<file path="config.mk">
export PLATFORM = sky130hd
export DESIGN_NAME = pwm_capture
export DESIGN_NICKNAME = d
export VERILOG_FILES = /design/src/rtl/pwm_pkg.sv /design/src/rtl/pwm_cap_filter.sv /design/src/rtl/pwm_capture.sv
export SDC_FILE = /design/constraint.sdc
export NUM_CORES = 1
export LEC_CHECK = 0
export BUFFER_PORTS_ARGS = -buffer_cell sky130_fd_sc_hd__buf_2
export CAP_MARGIN = 20
export CORE_MARGIN = 5
export CORE_UTILIZATION = 51
export DETAILED_ROUTE_END_ITERATION = 12
export PLACE_DENSITY = 0.82
export SYNTH_ARGS = -nofsm -noshare
export SYNTH_HDL_FRONTEND = slang
export SYNTH_SLANG_ARGS = --single-unit
</file>
<file path="constraint.sdc">
create_clock -name CLK -period 2.35 [get_ports CLK]
set_input_delay 0.3525 -clock CLK [delete_from_list [all_inputs] [get_ports CLK]]
set_output_delay 0.3525 -clock CLK [all_outputs]
set_load 0.02 [all_outputs]
</file>
<file path="src/rtl/pwm_pkg.sv">
// Shared PWM constants: FSM state encoding plus counter/synchronizer defaults
// used by both the generator and the capture block.
package pwm_pkg;

    localparam int unsigned CNT_W_DEF       = 17;
    localparam int unsigned SYNC_STAGES_DEF = 2;

    localparam logic [1:0] SEEK = 2'd0;
    localparam logic [1:0] HIGH = 2'd1;
    localparam logic [1:0] LOW  = 2'd2;

endpackage

</file>
<file path="src/rtl/pwm_cap_filter.sv">
// Input conditioning for pwm_capture: synchronizer, optional deglitch
// (PWM_CAP_DEGLITCH_EN), and registered rise/fall detection.
module pwm_cap_filter
    import pwm_pkg::*;
#(
    parameter int unsigned SYNC_STAGES  = SYNC_STAGES_DEF
`ifdef PWM_CAP_DEGLITCH_EN
  , parameter int unsigned DEGLITCH_LEN = 4
`endif
) (
    input  logic CLK,
    input  logic RST,
    input  logic pwm_in,
    output logic rise,
    output logic fall
);

    logic [SYNC_STAGES-1:0] sync;
    logic                   sync_out;
    logic                   level;
    logic                   prev;

    always_ff @(posedge CLK) begin
        if (RST) begin
            sync <= '0;
        end else begin
            sync <= {sync[SYNC_STAGES-2:0], pwm_in};
        end
    end

    assign sync_out = sync[SYNC_STAGES-1];

`ifdef PWM_CAP_DEGLITCH_EN
    localparam int unsigned RUN_W = (DEGLITCH_LEN > 1) ? $clog2(DEGLITCH_LEN) : 1;

    logic [RUN_W-1:0] run;
    logic             filt;

    // Level flips on the DEGLITCH_LEN-th consecutive differing sample; any
    // agreeing sample restarts the run, so short pulses never reach filt.
    always_ff @(posedge CLK) begin
        if (RST) begin
            filt <= 1'b0;
            run  <= '0;
        end else if (sync_out == filt) begin
            run <= '0;
        end else if (run == RUN_W'(DEGLITCH_LEN - 1)) begin
            filt <= sync_out;
            run  <= '0;
        end else begin
            run <= run + 1'b1;
        end
    end

    assign level = filt;
`else
    assign level = sync_out;
`endif

    always_ff @(posedge CLK) begin
        if (RST) begin
            prev <= 1'b0;
            rise <= 1'b0;
            fall <= 1'b0;
        end else begin
            prev <= level;
            rise <= level & ~prev;
            fall <= ~level & prev;
        end
    end

endmodule

</file>
<file path="src/rtl/pwm_capture.sv">
// PWM period/high-time capture with stuck-input timeout. Optional input
// deglitch is enabled by defining PWM_CAP_DEGLITCH_EN.
module pwm_capture
    import pwm_pkg::*;
#(
    parameter int unsigned CNT_W        = CNT_W_DEF,
    parameter int unsigned SYNC_STAGES  = SYNC_STAGES_DEF
`ifdef PWM_CAP_DEGLITCH_EN
  , parameter int unsigned DEGLITCH_LEN = 4
`endif
) (
    input  logic             CLK,
    input  logic             RST,
    input  logic             pwm_in,
    output logic [CNT_W-1:0] meas_period,
    output logic [CNT_W-1:0] meas_high,
    output logic             meas_valid,
    output logic             stuck
);

    logic             rise;
    logic             fall;
    logic [1:0]       state;
    logic [CNT_W-1:0] cnt;
    logic [CNT_W-1:0] hi_lat;

    pwm_cap_filter #(
        .SYNC_STAGES  (SYNC_STAGES)
`ifdef PWM_CAP_DEGLITCH_EN
      , .DEGLITCH_LEN (DEGLITCH_LEN)
`endif
    ) u_filter (
        .CLK    (CLK),
        .RST    (RST),
        .pwm_in (pwm_in),
        .rise   (rise),
        .fall   (fall)
    );

    always_ff @(posedge CLK) begin
        if (RST) begin
            state       <= SEEK;
            cnt         <= '0;
            hi_lat      <= '0;
            meas_period <= '0;
            meas_high   <= '0;
            meas_valid  <= 1'b0;
            stuck       <= 1'b0;
        end else begin
            meas_valid <= 1'b0;
            case (state)
                SEEK: begin
                    if (rise) begin
                        cnt   <= CNT_W'(1);
                        state <= HIGH;
                    end
                end
                HIGH, LOW: begin
                    // Saturation wins over any edge arriving in the same cycle.
                    if (cnt == '1) begin
                        meas_period <= '1;
                        meas_high   <= (state == HIGH) ? '1 : '0;
                        meas_valid  <= 1'b1;
                        stuck       <= 1'b1;
                        cnt         <= '0;
                        state       <= SEEK;
                    end else if (state == LOW && rise) begin
                        meas_period <= cnt;
                        meas_high   <= hi_lat;
                        meas_valid  <= 1'b1;
                        stuck       <= 1'b0;
                        cnt         <= CNT_W'(1);
                        state       <= HIGH;
                    end else begin
                        if (state == HIGH && fall) begin
                            hi_lat <= cnt;
                            state  <= LOW;
                        end
                        cnt <= cnt + 1'b1;
                    end
                end
                default: begin
                    state <= SEEK;
                end
            endcase
        end
    end

endmodule

</file>
==> summary.txt <==
Clocking
  • Clock transition at the registers of the reported paths: approximately 0.09 ns
  • Clock Latency Late Sink: about 0.36 ns
  • CTS root buf: clkbuf_8
  • CTS tree: yes
  • Clk buf depth: 2
  • Total CTS buffers: 9
  • H-tree Lvls: 3
  • Clock sink count: just under 80

Timing
  • Measured slew at the worst slew-check pin: between 0.6 and 0.7 ns
  • Final setup TNS: 0 ns
  • Hold Fails Final Rpt: 0
  • Fin crit period: between 2 and 2.5 ns
  • Relative slew margins: 0.541
  • Post-route clock period utilization: 0.961
  • Max Fclk: roughly 440 MHz
  • Final clock skew: about 0.012 ns
  • Slew Limit Fails: 0
  • Final setup fails: 0
  • Post-route setup slack: between 0.09 and 0.1 ns

Synthesis
  • Post-synth EDFFs: 0
  • Mapped Area: around 0.0031 mm^2
  • Synth area leaders: dfxtp_1 (50%), nor2_1 (9.5%), a211oi_1 (6.3%)
  • Syn_nets: 360
  • Ys async rst share: 0
  • Most numerous cell in the Yosys netlist: nor2_1
  • Number of synthesis warnings: 0
  • Commonest cells post-synth: nor2_1 (78), dfxtp_1 (77), a21oi_1 (29), a211oi_1 (26), clkbuf_1 (21)
  • Cell count after synthesis: between 300 and 400
  • Mean Syn Cell Area: 8.78 um^2
  • Synth area leader: dfxtp_1
  • Share of the synthesized area in the top cell type: 0.500
  • Most used DFF post-synth: dfxtp_1
  • Yosys cell types: 37
  • Flop and latch count out of synthesis: 77
  • Sequential area share after synthesis: 0.500

Worst setup path
  • Critical Path RT: 2.63 ns
  • Worst-path fanout max: 26
  • Kind of critical path: reg2reg
  • Setup crit start kind: flip-flop
  • CP endpoint kind: flip-flop
  • Worst Path Arrival: roughly 2.5 ns

Finish
  • Nets: between 400 and 500
  • Area grow syn2layout: 25.1%
  • Diodes inserted: 0
  • Layout cell share with drive strength beyond 1: 0.230
  • Fillers: between 400 and 500
  • Finished layout cell area: a little under 0.004 mm^2
  • Register area: 0.00154 mm^2
  • Area of the multi-input gates: about 0.0014 mm^2

Power
  • Worst VDD drop: about 0.42 mV
  • Int Pwr: 1.94 mW
  • Power density over the cells: 650 mW/mm^2
  • Switch share: 0.227
  • Power consumption: ~2.5 mW
  • Sw power: roughly 570 uW
  • Flop pwr share: 0.524
  • Pleak: around 1.6 nW
  • Clk pwr share: 0.449
  • Comb power frac: 0.027

Route
  • Total wire length: slightly above 8000 um
  • Vias: 2792
  • Final ANT Viol Nets: 0
  • Starting DRC count in detailed routing: about 300
  • Routed wire length per instance: 16.8 um
  • TritonRoute pass-1 iters: 5
  • Drc violations: 0
  • Via-per-instance ratio: ~5.8

Place
  • Post-DP HPWL: 4710 um
  • IO Port Bufs: 38
  • Dpl ws: -0.00306 ns
  • Final GP Congestion: between 0.9 and 1
  • Placed inst area: ~0.0035 mm^2

GRT
  • Gr ovfl total: 0
  • Vias in the first global route: approximately 2600
  • Antenna violations before repair: 0
  • Gr usage total: 0.197
  • First-pass GRT wire length: approximately 12000 um
  • Largest net degree at the start of global routing: 53

Hold path
  • Hold Crit Class: in2reg

Floorplanning
  • # rows: 28
  • Die area: 0.00770 mm^2
  • I/O pins: 39
  • Die Ht: approximately 90 um
  • Die X: approximately 90 um
  • Starting Density: 0.524
  • Core box area: between 0.005 and 0.006 mm^2

Run status
  • Status: completed

Run
  • Max-cap violations: 0
## critical path, stage by stage (launching register included)
cell and delay, ns:
dfxtp_2 0.37, and4_4 0.24, nand4_1 0.17, nor3_4 0.27, ha_4 0.20, a21oi_2 0.07, nor2_4 0.25, buf_12 0.15
clkbuf_16 0.18, nor2_1 0.05, a211oi_1 0.22
## power by group through the flow
| stage | logic (mW) | clock network (mW) | registers (mW) |
|---|---|---|---|
| after floorplan | 0.0423 | 0 | 1.34 |
| after global placement | 0.0652 | 0 | 1.34 |
| after detailed placement | 0.0657 | 0 | 1.34 |
| after CTS | 0.0663 | 1.13 | 1.31 |
| after global routing | 0.0744 | 1.19 | 1.31 |
| final | 0.0685 | 1.12 | 1.31 |
## cells by family after synthesis
| kind of cell | after synthesis | share of synthesized area |
|---|---|---|
| AND/OR/NAND/NOR | 136 | 0.202 |
| adder cells (fa/ha/maj) | 6 | 0.0244 |
| buffers and inverters | 34 | 0.0451 |
| flip-flops | 77 | 0.500 |
| XOR/XNOR | 6 | 0.0171 |
| AO/OA/AOI/OAI | 75 | 0.156 |
| multiplexers | 17 | 0.0552 |
## cell usage in the layout (no fill, tap or decap), types with 8 or more instances in the layout
master / n
nor2_1: 77
dfxtp_1: 75
buf_2: 38
a21oi_1: 28
a211oi_1: 24
mux2i_1: 17
buf_4: 16
nand2_1: 12
nand3_1: 9
clkbuf_8: 9
inv_1: 8
## path summary, 6_finish.rpt
kind / startpoint / endpoint / slack [ns] / cells after the start
max: cnt[6]$_SDFFE_PP0P_ / meas_period[9]$_SDFFE_PP0P_ / 0.09 / 10
min: pwm_in / u_filter.sync[0]$_SDFF_PP0_ / 0.21 / 2
max reg2reg: cnt[6]$_SDFFE_PP0P_ / meas_period[9]$_SDFFE_PP0P_ / 0.09 / 10
min reg2reg: u_filter.prev$_SDFF_PP0_ / u_filter.rise$_SDFF_PP0_ / 0.41 / 1
## what timing repair did
item | CTS | global route
cloned | 0 | 3
pin swaps | 0 | 5
setup buffers | 0 | 2
setup endpoints to repair | 2 | 45
gates resized for setup | 1 | 10
hold buffers | 0 | 0
## sequential cells by signal, summed over array words and instances, names as in the netlist
name	flops
hi_lat	17
meas_valid	1
u_filter.fall	1
stuck	1
meas_period	17
meas_high	17
u_filter.sync	2
cnt	17
u_filter.prev	1
u_filter.rise	1
state	2
## layer usage
metal,share of wire,track usage
met5,0,0
met4,0.025,0.0990
met3,0.070,0.0357
met2,0.48,0.323
met1,0.42,0.249
## cell type report
| cell class | count | share of cell area |
|---|---|---|
| timing repair buffer | 64 | 0.134 |
| clock inverter | 7 | 0.0253 |
| multi-input combinational | 240 | 0.376 |
| clock buffer | 9 | 0.0321 |
| tap | 75 | 0.0243 |
| sequential | 77 | 0.401 |
| inverter | 8 | 0.00779 |
## per-stage QoR
| step | instances | util | hold slack (ns) |
|---|---|---|---|
| 2_1_floorplan | 351 | - | 0.383 |
| 3_3_place_gp | 459 | 0.590 | 0.390 |
| 3_5_place_dp | 459 | 0.590 | 0.391 |
| 4_1_cts | 475 | 0.628 | 0.201 |
| 5_1_grt | 480 | 0.655 | 0.242 |
| 6_report | 480 | 0.655 | 0.211 |
(Power assumes the default switching activity.)
